$ cat src/rtl/robot_pkg.sv
// Shared types for the pipe-cleaning robot: controller states, plus orientation
// and map-cell encodings used by map models and benches.
package robot_pkg;

    typedef enum logic [2:0] {
        ST_IDLE   = 3'd0,
        ST_DECIDE = 3'd1,
        ST_REMOVE = 3'd2,
        ST_TURN_R = 3'd3,
        ST_DONE   = 3'd4,
        ST_STUCK  = 3'd5
    } state_e;

    typedef enum logic [1:0] {
        ORI_NORTH = 2'b00,
        ORI_SOUTH = 2'b01,
        ORI_EAST  = 2'b10,
        ORI_WEST  = 2'b11
    } orient_e;

    typedef enum logic [2:0] {
        CELL_FREE    = 3'd0,
        CELL_WALL    = 3'd1,
        CELL_BARRIER = 3'd2,
        CELL_TARGET  = 3'd7
    } cell_e;

    // A right turn is one left turn from DECIDE followed by this many more.
    localparam logic [1:0] TURN_R_EXTRA = 2'd2;

endpackage

$ cat src/rtl/pipe_robot_ctrl_if.sv
// Sensor/actuator bundle between the environment (master) and the controller (slave).
interface pipe_robot_ctrl_if #(
    parameter int CNT_W = 9
);
    logic             run;
    logic             head;
    logic             left;
    logic             under;
    logic             barrier;
    logic             front;
    logic             turn;
    logic             remove;
    logic             done;
    logic             stuck;
    logic [CNT_W-1:0] moves;

    modport master (
        output run, head, left, under, barrier,
        input  front, turn, remove, done, stuck, moves
    );

    modport slave (
        input  run, head, left, under, barrier,
        output front, turn, remove, done, stuck, moves
    );
endinterface

$ cat src/rtl/pipe_robot_ctrl.sv
// Left-hand wall-follower controller: one registered action per clock, with
// trash removal, right-turn macro, pause, move budget and stall watchdog.
module pipe_robot_ctrl
    import robot_pkg::*;
#(
    parameter int REMOVE_CYCLES = 3,
    parameter int CNT_W         = 9,
    parameter int MAX_MOVES     = 511,
    parameter int STALL_LIMIT   = 8
) (
    input  logic             clock,
    input  logic             reset,
    pipe_robot_ctrl_if.slave bus
);

    localparam int REM_W   = (REMOVE_CYCLES > 1) ? $clog2(REMOVE_CYCLES) : 1;
    localparam int STALL_W = $clog2(STALL_LIMIT + 1);

    localparam logic [REM_W-1:0]   REM_INIT  = REM_W'(REMOVE_CYCLES - 1);
    localparam logic [CNT_W-1:0]   MOVES_MAX = CNT_W'(MAX_MOVES);
    localparam logic [STALL_W-1:0] STALL_MAX = STALL_W'(STALL_LIMIT);

    state_e             state_q;
    logic [REM_W-1:0]   rem_cnt_q;
    logic [1:0]         tr_cnt_q;
    logic [STALL_W-1:0] stall_cnt_q;
    logic               just_turned_q;
    logic [CNT_W-1:0]   moves_q;
    logic               front_q;
    logic               turn_q;
    logic               remove_q;
    logic               done_q;
    logic               stuck_q;

    always_ff @(posedge clock or negedge reset) begin
        if (!reset) begin
            state_q       <= ST_IDLE;
            rem_cnt_q     <= '0;
            tr_cnt_q      <= '0;
            stall_cnt_q   <= '0;
            just_turned_q <= 1'b0;
            moves_q       <= '0;
            front_q       <= 1'b0;
            turn_q        <= 1'b0;
            remove_q      <= 1'b0;
            done_q        <= 1'b0;
            stuck_q       <= 1'b0;
        end else begin
            front_q  <= 1'b0;
            turn_q   <= 1'b0;
            remove_q <= 1'b0;
            // With run low every piece of state simply holds.
            if (bus.run) begin
                case (state_q)
                    ST_IDLE, ST_DECIDE: begin
                        if (bus.under || (moves_q == MOVES_MAX)) begin
                            state_q <= ST_DONE;
                            done_q  <= 1'b1;
                        end else if (stall_cnt_q == STALL_MAX) begin
                            state_q <= ST_STUCK;
                            stuck_q <= 1'b1;
                        end else if (bus.barrier) begin
                            remove_q    <= 1'b1;
                            stall_cnt_q <= stall_cnt_q + 1'b1;
                            rem_cnt_q   <= REM_INIT;
                            state_q     <= (REMOVE_CYCLES > 1) ? ST_REMOVE : ST_DECIDE;
                        end else if (!bus.left && !just_turned_q) begin
                            turn_q        <= 1'b1;
                            just_turned_q <= 1'b1;
                            stall_cnt_q   <= stall_cnt_q + 1'b1;
                            state_q       <= ST_DECIDE;
                        end else if (!bus.head) begin
                            front_q       <= 1'b1;
                            just_turned_q <= 1'b0;
                            stall_cnt_q   <= '0;
                            moves_q       <= moves_q + 1'b1;
                            state_q       <= ST_DECIDE;
                        end else begin
                            turn_q      <= 1'b1;
                            stall_cnt_q <= stall_cnt_q + 1'b1;
                            tr_cnt_q    <= TURN_R_EXTRA;
                            state_q     <= ST_TURN_R;
                        end
                    end
                    ST_REMOVE: begin
                        if (stall_cnt_q == STALL_MAX) begin
                            state_q <= ST_STUCK;
                            stuck_q <= 1'b1;
                        end else begin
                            remove_q    <= 1'b1;
                            stall_cnt_q <= stall_cnt_q + 1'b1;
                            rem_cnt_q   <= rem_cnt_q - 1'b1;
                            if (rem_cnt_q == REM_W'(1)) begin
                                state_q <= ST_DECIDE;
                            end
                        end
                    end
                    ST_TURN_R: begin
                        if (stall_cnt_q == STALL_MAX) begin
                            state_q <= ST_STUCK;
                            stuck_q <= 1'b1;
                        end else begin
                            turn_q      <= 1'b1;
                            stall_cnt_q <= stall_cnt_q + 1'b1;
                            tr_cnt_q    <= tr_cnt_q - 1'b1;
                            if (tr_cnt_q == 2'd1) begin
                                state_q       <= ST_DECIDE;
                                just_turned_q <= 1'b0;
                            end
                        end
                    end
                    default: begin
                        state_q <= state_q;
                    end
                endcase
            end
        end
    end

    assign bus.front  = front_q;
    assign bus.turn   = turn_q;
    assign bus.remove = remove_q;
    assign bus.done   = done_q;
    assign bus.stuck  = stuck_q;
    assign bus.moves  = moves_q;

endmodule

$ cat src/flat_wrapper.sv
// flat-port wrapper written by rule: the top's interface ports become plain ports
module pipe_robot_ctrl_flat import robot_pkg::*;
#(
    parameter int REMOVE_CYCLES = 3,
    parameter int CNT_W         = 9,
    parameter int MAX_MOVES     = 511,
    parameter int STALL_LIMIT   = 8
)
  (clock, reset, bus_run, bus_head, bus_left, bus_under, bus_barrier, bus_front, bus_turn, bus_remove, bus_done, bus_stuck, bus_moves);
  pipe_robot_ctrl_if #(.CNT_W(CNT_W)) bus_i ();
  input  logic clock;
  input  logic reset;
  input wire logic [$bits(bus_i.run)-1:0] bus_run;
  input wire logic [$bits(bus_i.head)-1:0] bus_head;
  input wire logic [$bits(bus_i.left)-1:0] bus_left;
  input wire logic [$bits(bus_i.under)-1:0] bus_under;
  input wire logic [$bits(bus_i.barrier)-1:0] bus_barrier;
  output wire logic [$bits(bus_i.front)-1:0] bus_front;
  output wire logic [$bits(bus_i.turn)-1:0] bus_turn;
  output wire logic [$bits(bus_i.remove)-1:0] bus_remove;
  output wire logic [$bits(bus_i.done)-1:0] bus_done;
  output wire logic [$bits(bus_i.stuck)-1:0] bus_stuck;
  output wire logic [$bits(bus_i.moves)-1:0] bus_moves;
  assign bus_i.run = bus_run;
  assign bus_i.head = bus_head;
  assign bus_i.left = bus_left;
  assign bus_i.under = bus_under;
  assign bus_i.barrier = bus_barrier;
  assign bus_front = bus_i.front;
  assign bus_turn = bus_i.turn;
  assign bus_remove = bus_i.remove;
  assign bus_done = bus_i.done;
  assign bus_stuck = bus_i.stuck;
  assign bus_moves = bus_i.moves;
  pipe_robot_ctrl #(.REMOVE_CYCLES(REMOVE_CYCLES), .CNT_W(CNT_W), .MAX_MOVES(MAX_MOVES), .STALL_LIMIT(STALL_LIMIT)) u_core (.clock(clock), .reset(reset), .bus(bus_i));
endmodule
$ cat config.mk
export PLATFORM = sky130hd
export DESIGN_NAME = pipe_robot_ctrl_flat
export DESIGN_NICKNAME = d
export VERILOG_FILES = /design/src/rtl/robot_pkg.sv /design/src/rtl/pipe_robot_ctrl_if.sv /design/src/rtl/pipe_robot_ctrl.sv /design/src/flat_wrapper.sv
export SDC_FILE = /design/constraint.sdc
export NUM_CORES = 1
export LEC_CHECK = 0
export ABC_AREA = 1
export CORE_UTILIZATION = 29
export CTS_BUF_LIST = sky130_fd_sc_hd__clkbuf_4
export DETAILED_ROUTE_END_ITERATION = 16
export PLACE_DENSITY = 0.49
export SYNTH_ARGS = -nofsm -noshare
export SYNTH_HDL_FRONTEND = slang
export SYNTH_SLANG_ARGS = --single-unit
$ cat constraint.sdc
create_clock -name clock -period 2.45 [get_ports clock]
set_input_delay 0.245 -clock clock [delete_from_list [all_inputs] [get_ports clock]]
set_output_delay 0.245 -clock clock [all_outputs]
set_load 0.05 [all_outputs]
Word-level counts from Yosys, hierarchy flattened
Index checks and enable logic that the tools add are counted.
- mux-type cells: 60
- bitwise gates (word level): 5
- reduce and logical (&&, ||, !) cells: 19
- eq/ne operators: 20
- add/subtract/negate cells: 4
- operators by type and width (kind ; count):
    $mux W1 ; 27
    $mux W3 ; 8
    $mux W4 ; 6
    $mux W2 ; 11
    $ne A2 B2 Y1 const B ; 9
    $reduce_and A8 Y1 ; 2
    $add A9 B1 Y9 const B ; 1
    $eq A9 B9 Y1 const B ; 1
    $pmux W3 S3 ; 1
    $pmux W1 S2 ; 4
    $pmux W2 S2 ; 2
    $pmux W4 S2 ; 1
    $reduce_and A7 Y1 ; 1
    $eq A3 B2 Y1 const B ; 2
    $ne A3 B1 Y1 const B ; 2
    $reduce_and A3 Y1 ; 2
    $reduce_and A6 Y1 ; 1
    $reduce_bool A2 Y1 ; 3
    $not A1 Y1 ; 5
    $reduce_and A5 Y1 ; 1
    $add A4 B1 Y4 const B ; 1
    $eq A2 B1 Y1 const B ; 2
    $eq A4 B4 Y1 const B ; 1
    $reduce_and A4 Y1 ; 1
    10 further kinds ; 13
- register bits after elaboration: 26
- input port bits: 7

Depth between registers and ports, before layout
Gate-level depths: netlist of the first run.
- word-level depth: 8
- mapped depth: 11
- mapped depth without buffers: 11

Least setup slack after synthesis of the first run
OpenSTA, ideal clock, no wires.
- path kind: reg-to-reg
- start point: reg u_core.moves_q[0], in the netlist u_core.bus.moves[0]
- end point: reg u_core.moves_q[2], in the netlist u_core.bus.moves[2]
- cell stages (with the launch flop): 12
- data required time: 2.327 ns
- slack: 0.352 ns
- library setup time: 0.123 ns
- clock period less this slack: 2.098 ns
- arrival: 1.976 ns
- cells stage by stage: dfrtp_1 > ha_1 > nand2_1 > nor4_1 > ha_1 > nor2_2 > nand2_4 > nor2_2 > nand3_2 > buf_6 > nand2_1 > o21ai_2
- longest elaborated chain between the ends: 4
- RTL lines (item ; line ; source):
    from (decl) ; pipe_robot_ctrl.sv:28 ; logic [CNT_W-1:0] moves_q;
    from (signal assigned) ; pipe_robot_ctrl.sv:76 ; moves_q <= moves_q + 1'b1;
    branches (longest 4 deep; another with $add A9 B1 Y9) ; - ;
Parallel ways; which one is timed is not known.
A chain may end at the register's enable or synchronous reset.

Worst setup path in the final report of the first run
- start point: reg u_core.moves_q[0], in the netlist u_core.bus.moves[0]
- end point: reg u_core.moves_q[3], in the netlist u_core.bus.moves[3]
The elaborated chain is that of the path after synthesis.

==> impl_results.rst, run 1 <==
.. list-table::
   :header-rows: 1

   * - Metric
     - Value
   * - Remaining antenna violation count
     - 0
   * - Critical path launch point type
     - flip-flop
   * - Area growth from synthesis to layout
     - 22.6%
   * - Antenna diodes
     - 0
   * - Placeable core region
     - 0.00482 mm²
   * - Peak Freq
     - 480 MHz
   * - Routed length per placed instance
     - 11.3 µm
   * - Sequential cell area
     - 651 µm²
   * - Worst skew pair latency
     - 0.33 ns
   * - Crit share post-route
     - 0.851
   * - Initial cell density of the core
     - 0.305
   * - Overall die width
     - 73.2 µm
   * - Avg Cell Area, Syn
     - a little over 8 µm²
   * - DRC violations left
     - 0
   * - Die height
     - 73.2 µm
   * - Number of global-route vias before repair
     - 1189
   * - Worst Path Max Fanout
     - 13
   * - Clock skew
     - ~0.0057 ns
   * - Synthesis warning total
     - 0
   * - Global-route wire length before repair
     - 5410 µm
   * - Count of flip-flops with a built-in enable after synthesis
     - 0
   * - Cell with the most instances after synthesis
     - sky130_fd_sc_hd__nand2_1
   * - Total Routing Usage GR
     - 0.131
   * - Max incr delay on CP
     - 0.43 ns
   * - Max Root-Sink Buffers
     - 2
   * - Floorplan row count
     - 25
   * - Final TNS setup
     - 0 ns
   * - Maximum number of pins on one net before global-route repair
     - 27
   * - Multi-input combinational cell area
     - 719 µm²
   * - Post-Synthesis Net Count
     - between 150 and 200
   * - Fin nets
     - 218
   * - Final setup violation count
     - 0
   * - Run status
     - completed
   * - Number of buffer cells added on primary ports
     - 20
   * - Met1 capacity usage during global routing
     - 0.179
   * - Met3 routing resource usage after global routing
     - 0.0138
   * - Syn Inst Count
     - 180
   * - Worst hold slack
     - ~0.26 ns
   * - CTS resizes
     - 0
   * - Portion of the post-synthesis area used by sequential elements
     - 0.442
   * - Cell type with the highest aggregate area in the netlist
     - sky130_fd_sc_hd__dfrtp_1
   * - Required time worst endpoint
     - 2.73 ns
   * - Power density over the cells
     - between 400 and 500 mW/mm²
   * - Netlist cell types
     - 30
   * - Worst min path class
     - input pin to async pin
   * - Number of buffers added for setup after CTS
     - 0
   * - Top Usage Layer GRT
     - met2
   * - Main area contributors after synthesis
     - sky130_fd_sc_hd__dfrtp_1, sky130_fd_sc_hd__nand2_1, sky130_fd_sc_hd__inv_1, sky130_fd_sc_hd__ha_1, sky130_fd_sc_hd__nor2_1
   * - Final worst path period need
     - 2.08 ns
   * - CTS sink count
     - 26
   * - Clock tree from TritonCTS
     - yes
   * - Transition time at the pin with the least slew margin
     - 0.516 ns
   * - Post-synthesis instance area
     - 0.00147 mm²
   * - Final HPWL DP
     - 2330 µm
   * - Clock Pin Slew Worst Setup and Hold Paths
     - around 0.16 ns
   * - Category of the critical setup timing path
     - flip-flop to flip-flop
   * - Final core utilization
     - 0.375
   * - Number of antenna violations at the first check in global routing
     - 0
   * - Fill cell instance count of the final layout
     - ~520
   * - Routability-driven placement congestion ratio
     - 0.761
   * - Share of flip-flops with an asynchronous set or reset
     - 1.00
   * - Top Ports
     - 21
   * - DR vias
     - 1190
   * - Total chip power
     - 0.786 mW
   * - CTS H-Tree Depth
     - 1
   * - Area fraction of the dominant cell type after synthesis
     - 0.442
   * - Hold buffers post-CTS
     - 0
   * - Leakage dissipation
     - between 0.8 and 0.9 nW
   * - Worst setup EP type
     - flip-flop
   * - Clock buffers created by TritonCTS
     - 3
   * - Library cell used as clock root buffer
     - sky130_fd_sc_hd__clkbuf_4
   * - Final hold viol count
     - 0
   * - Max cap viols
     - 0
   * - Data arrival time of the critical path
     - 2.36 ns
   * - Share of final-layout standard cells stronger than drive strength 1
     - 0.103
   * - Remaining Overflow, GRT
     - 0
   * - RSZ-0062 raised after global routing
     - false
   * - Cell with the largest stage delay on the worst path
     - sky130_fd_sc_hd__dfrtp_1
   * - Most instantiated flip-flop cell in the synthesis netlist
     - sky130_fd_sc_hd__dfrtp_1
   * - DRC violation total after the first TritonRoute iteration
     - 50
   * - Total die area
     - 0.00536 mm²
   * - Max-slew headroom
     - 0.655
   * - Pre-antenna DRT Iters
     - 4
   * - Maximum vdd ir drop
     - 0.264 mV
   * - GR met2 Demand/Resource
     - 0.216
   * - Slew Limit Fails
     - 0
   * - Worst path cell trace
     - ha_1, nand2_1, nor4_1, ha_1, nor2_2, nand2_4, nor2_2, nand3_2, inv_2, nand2_1, nand2_1
   * - Number of storage elements in the synthesis netlist
     - 26
   * - Average vias per placed instance
     - 4.39
   * - Ranking of synthesized cells by instance count
     - sky130_fd_sc_hd__nand2_1, sky130_fd_sc_hd__dfrtp_1, sky130_fd_sc_hd__inv_1
   * - Routed Wire Length
     - 3060 µm
   * - Most frequent cell on the critical path
     - sky130_fd_sc_hd__nand2_1
## registers in the layout (all words and copies together), names as in the netlist
signal                flops
u_core.bus.stuck          1
u_core.rem_cnt_q          2
u_core.just_turned_q      1
u_core.bus.front          1
u_core.bus.remove         1
u_core.state_q            3
u_core.bus.moves          9
u_core.bus.done           1
u_core.tr_cnt_q           2
u_core.stall_cnt_q        4
u_core.bus.turn           1
## where the power goes
| group | leakage (nW) | internal (mW) | switching (mW) | total [mW] |
|---|---|---|---|---|
| Clock | 0.0279 | 0.165 | 0.142 | 0.307 |
| Combinational | 0.496 | 0.0175 | 0.0277 | 0.0452 |
| Sequential | 0.326 | 0.432 | 0.00175 | 0.434 |
## layout make-up
| type | count | share of cell area |
|---|---|---|
| Clock buffer | 3 | 0.0125 |
| Sequential cell | 26 | 0.361 |
| Timing Repair Buffer | 21 | 0.115 |
| Multi-Input combinational cell | 129 | 0.399 |
| Clock inverter | 1 | 0.0166 |
| Inverter | 24 | 0.0499 |
| Tap cell | 67 | 0.0465 |
## kinds of logic (layout without fill, tap and decap cells)
| kind of cell | count (synthesis) | in the layout | synth area share |
|---|---|---|---|
| fa+ha+maj | 6 | 6 | 0.0510 |
| compound gates | 21 | 21 | 0.0842 |
| buf+inv | 25 | 49 | 0.0689 |
| simple gates | 94 | 94 | 0.306 |
| flops | 26 | 26 | 0.442 |
| xor+xnor | 8 | 8 | 0.0476 |
## routing by layer
metal	wire [µm]	vias to the layer above
met4	34	0
met1	1570	550
li1	-	628
met3	55	2
met2	1400	10
met5	0	-
## critical path: cells and delay by family, from the launching register on
family / cells / cell delay [ns]
buffers and inverters: 1 / 0.21
AND/OR/NAND/NOR: 8 / 0.98
flip-flops: 1 / 0.43
adder cells (fa/ha/maj): 2 / 0.42
## metrics by stage
stage	instance area (µm²)	std cells	setup WS (ns)
finish	1800	271	0.366
detailed placement	1750	267	0.356
global route	1800	271	0.127
CTS	1800	271	0.324
floorplan	1470	180	0.352
global placement	1750	267	0.417
## cell usage in the layout (no fill, tap or decap), types with 3 or more instances in the layout
cell | Yosys | final
sky130_fd_sc_hd__nand2_1 | 49 | 49
sky130_fd_sc_hd__dfrtp_1 | 26 | 26
sky130_fd_sc_hd__inv_1 | 21 | 21
sky130_fd_sc_hd__clkdlybuf4s50_1 | 0 | 20
sky130_fd_sc_hd__nor2_1 | 12 | 12
sky130_fd_sc_hd__nand3_1 | 8 | 8
sky130_fd_sc_hd__o21ai_0 | 8 | 8
sky130_fd_sc_hd__nand4_1 | 6 | 6
sky130_fd_sc_hd__ha_1 | 6 | 6
sky130_fd_sc_hd__o21ai_1 | 5 | 5
sky130_fd_sc_hd__xor2_1 | 5 | 5
sky130_fd_sc_hd__nor2_2 | 4 | 4
sky130_fd_sc_hd__nor3_1 | 4 | 4
sky130_fd_sc_hd__inv_2 | 3 | 3
sky130_fd_sc_hd__xnor2_1 | 3 | 3
sky130_fd_sc_hd__clkbuf_4 | 0 | 3
## final timing paths
path                            cells after the start  slack (ns)                    end           startpoint
worst min-delay path                                2        0.26  u_core.stall_cnt_q[2]                reset
worst max register to register                     11        0.37    u_core.bus.moves[3]  u_core.bus.moves[0]
worst min register to register                      1        0.51        u_core.bus.done      u_core.bus.done
min in group clock                                  1        0.51        u_core.bus.done      u_core.bus.done
max in group asynchronous                           2        1.94    u_core.rem_cnt_q[1]                reset
worst max-delay path                               11        0.37    u_core.bus.moves[3]  u_core.bus.moves[0]
Note: power is estimated with default switching activity, not from simulation.
==> run 2, diff against run 1 <==
--- a/config.mk
+++ b/config.mk
@@ -9,7 +9,9 @@
 export CORE_UTILIZATION = 29
 export CTS_BUF_LIST = sky130_fd_sc_hd__clkbuf_4
 export DETAILED_ROUTE_END_ITERATION = 16
+export HOLD_SLACK_MARGIN = 0.12
 export PLACE_DENSITY = 0.49
+export SLEW_MARGIN = 20
 export SYNTH_ARGS = -nofsm -noshare
 export SYNTH_HDL_FRONTEND = slang
 export SYNTH_SLANG_ARGS = --single-unit
==> results of run 2 <==
The final DEF is identical to that of run 1; final timing and power are the same.
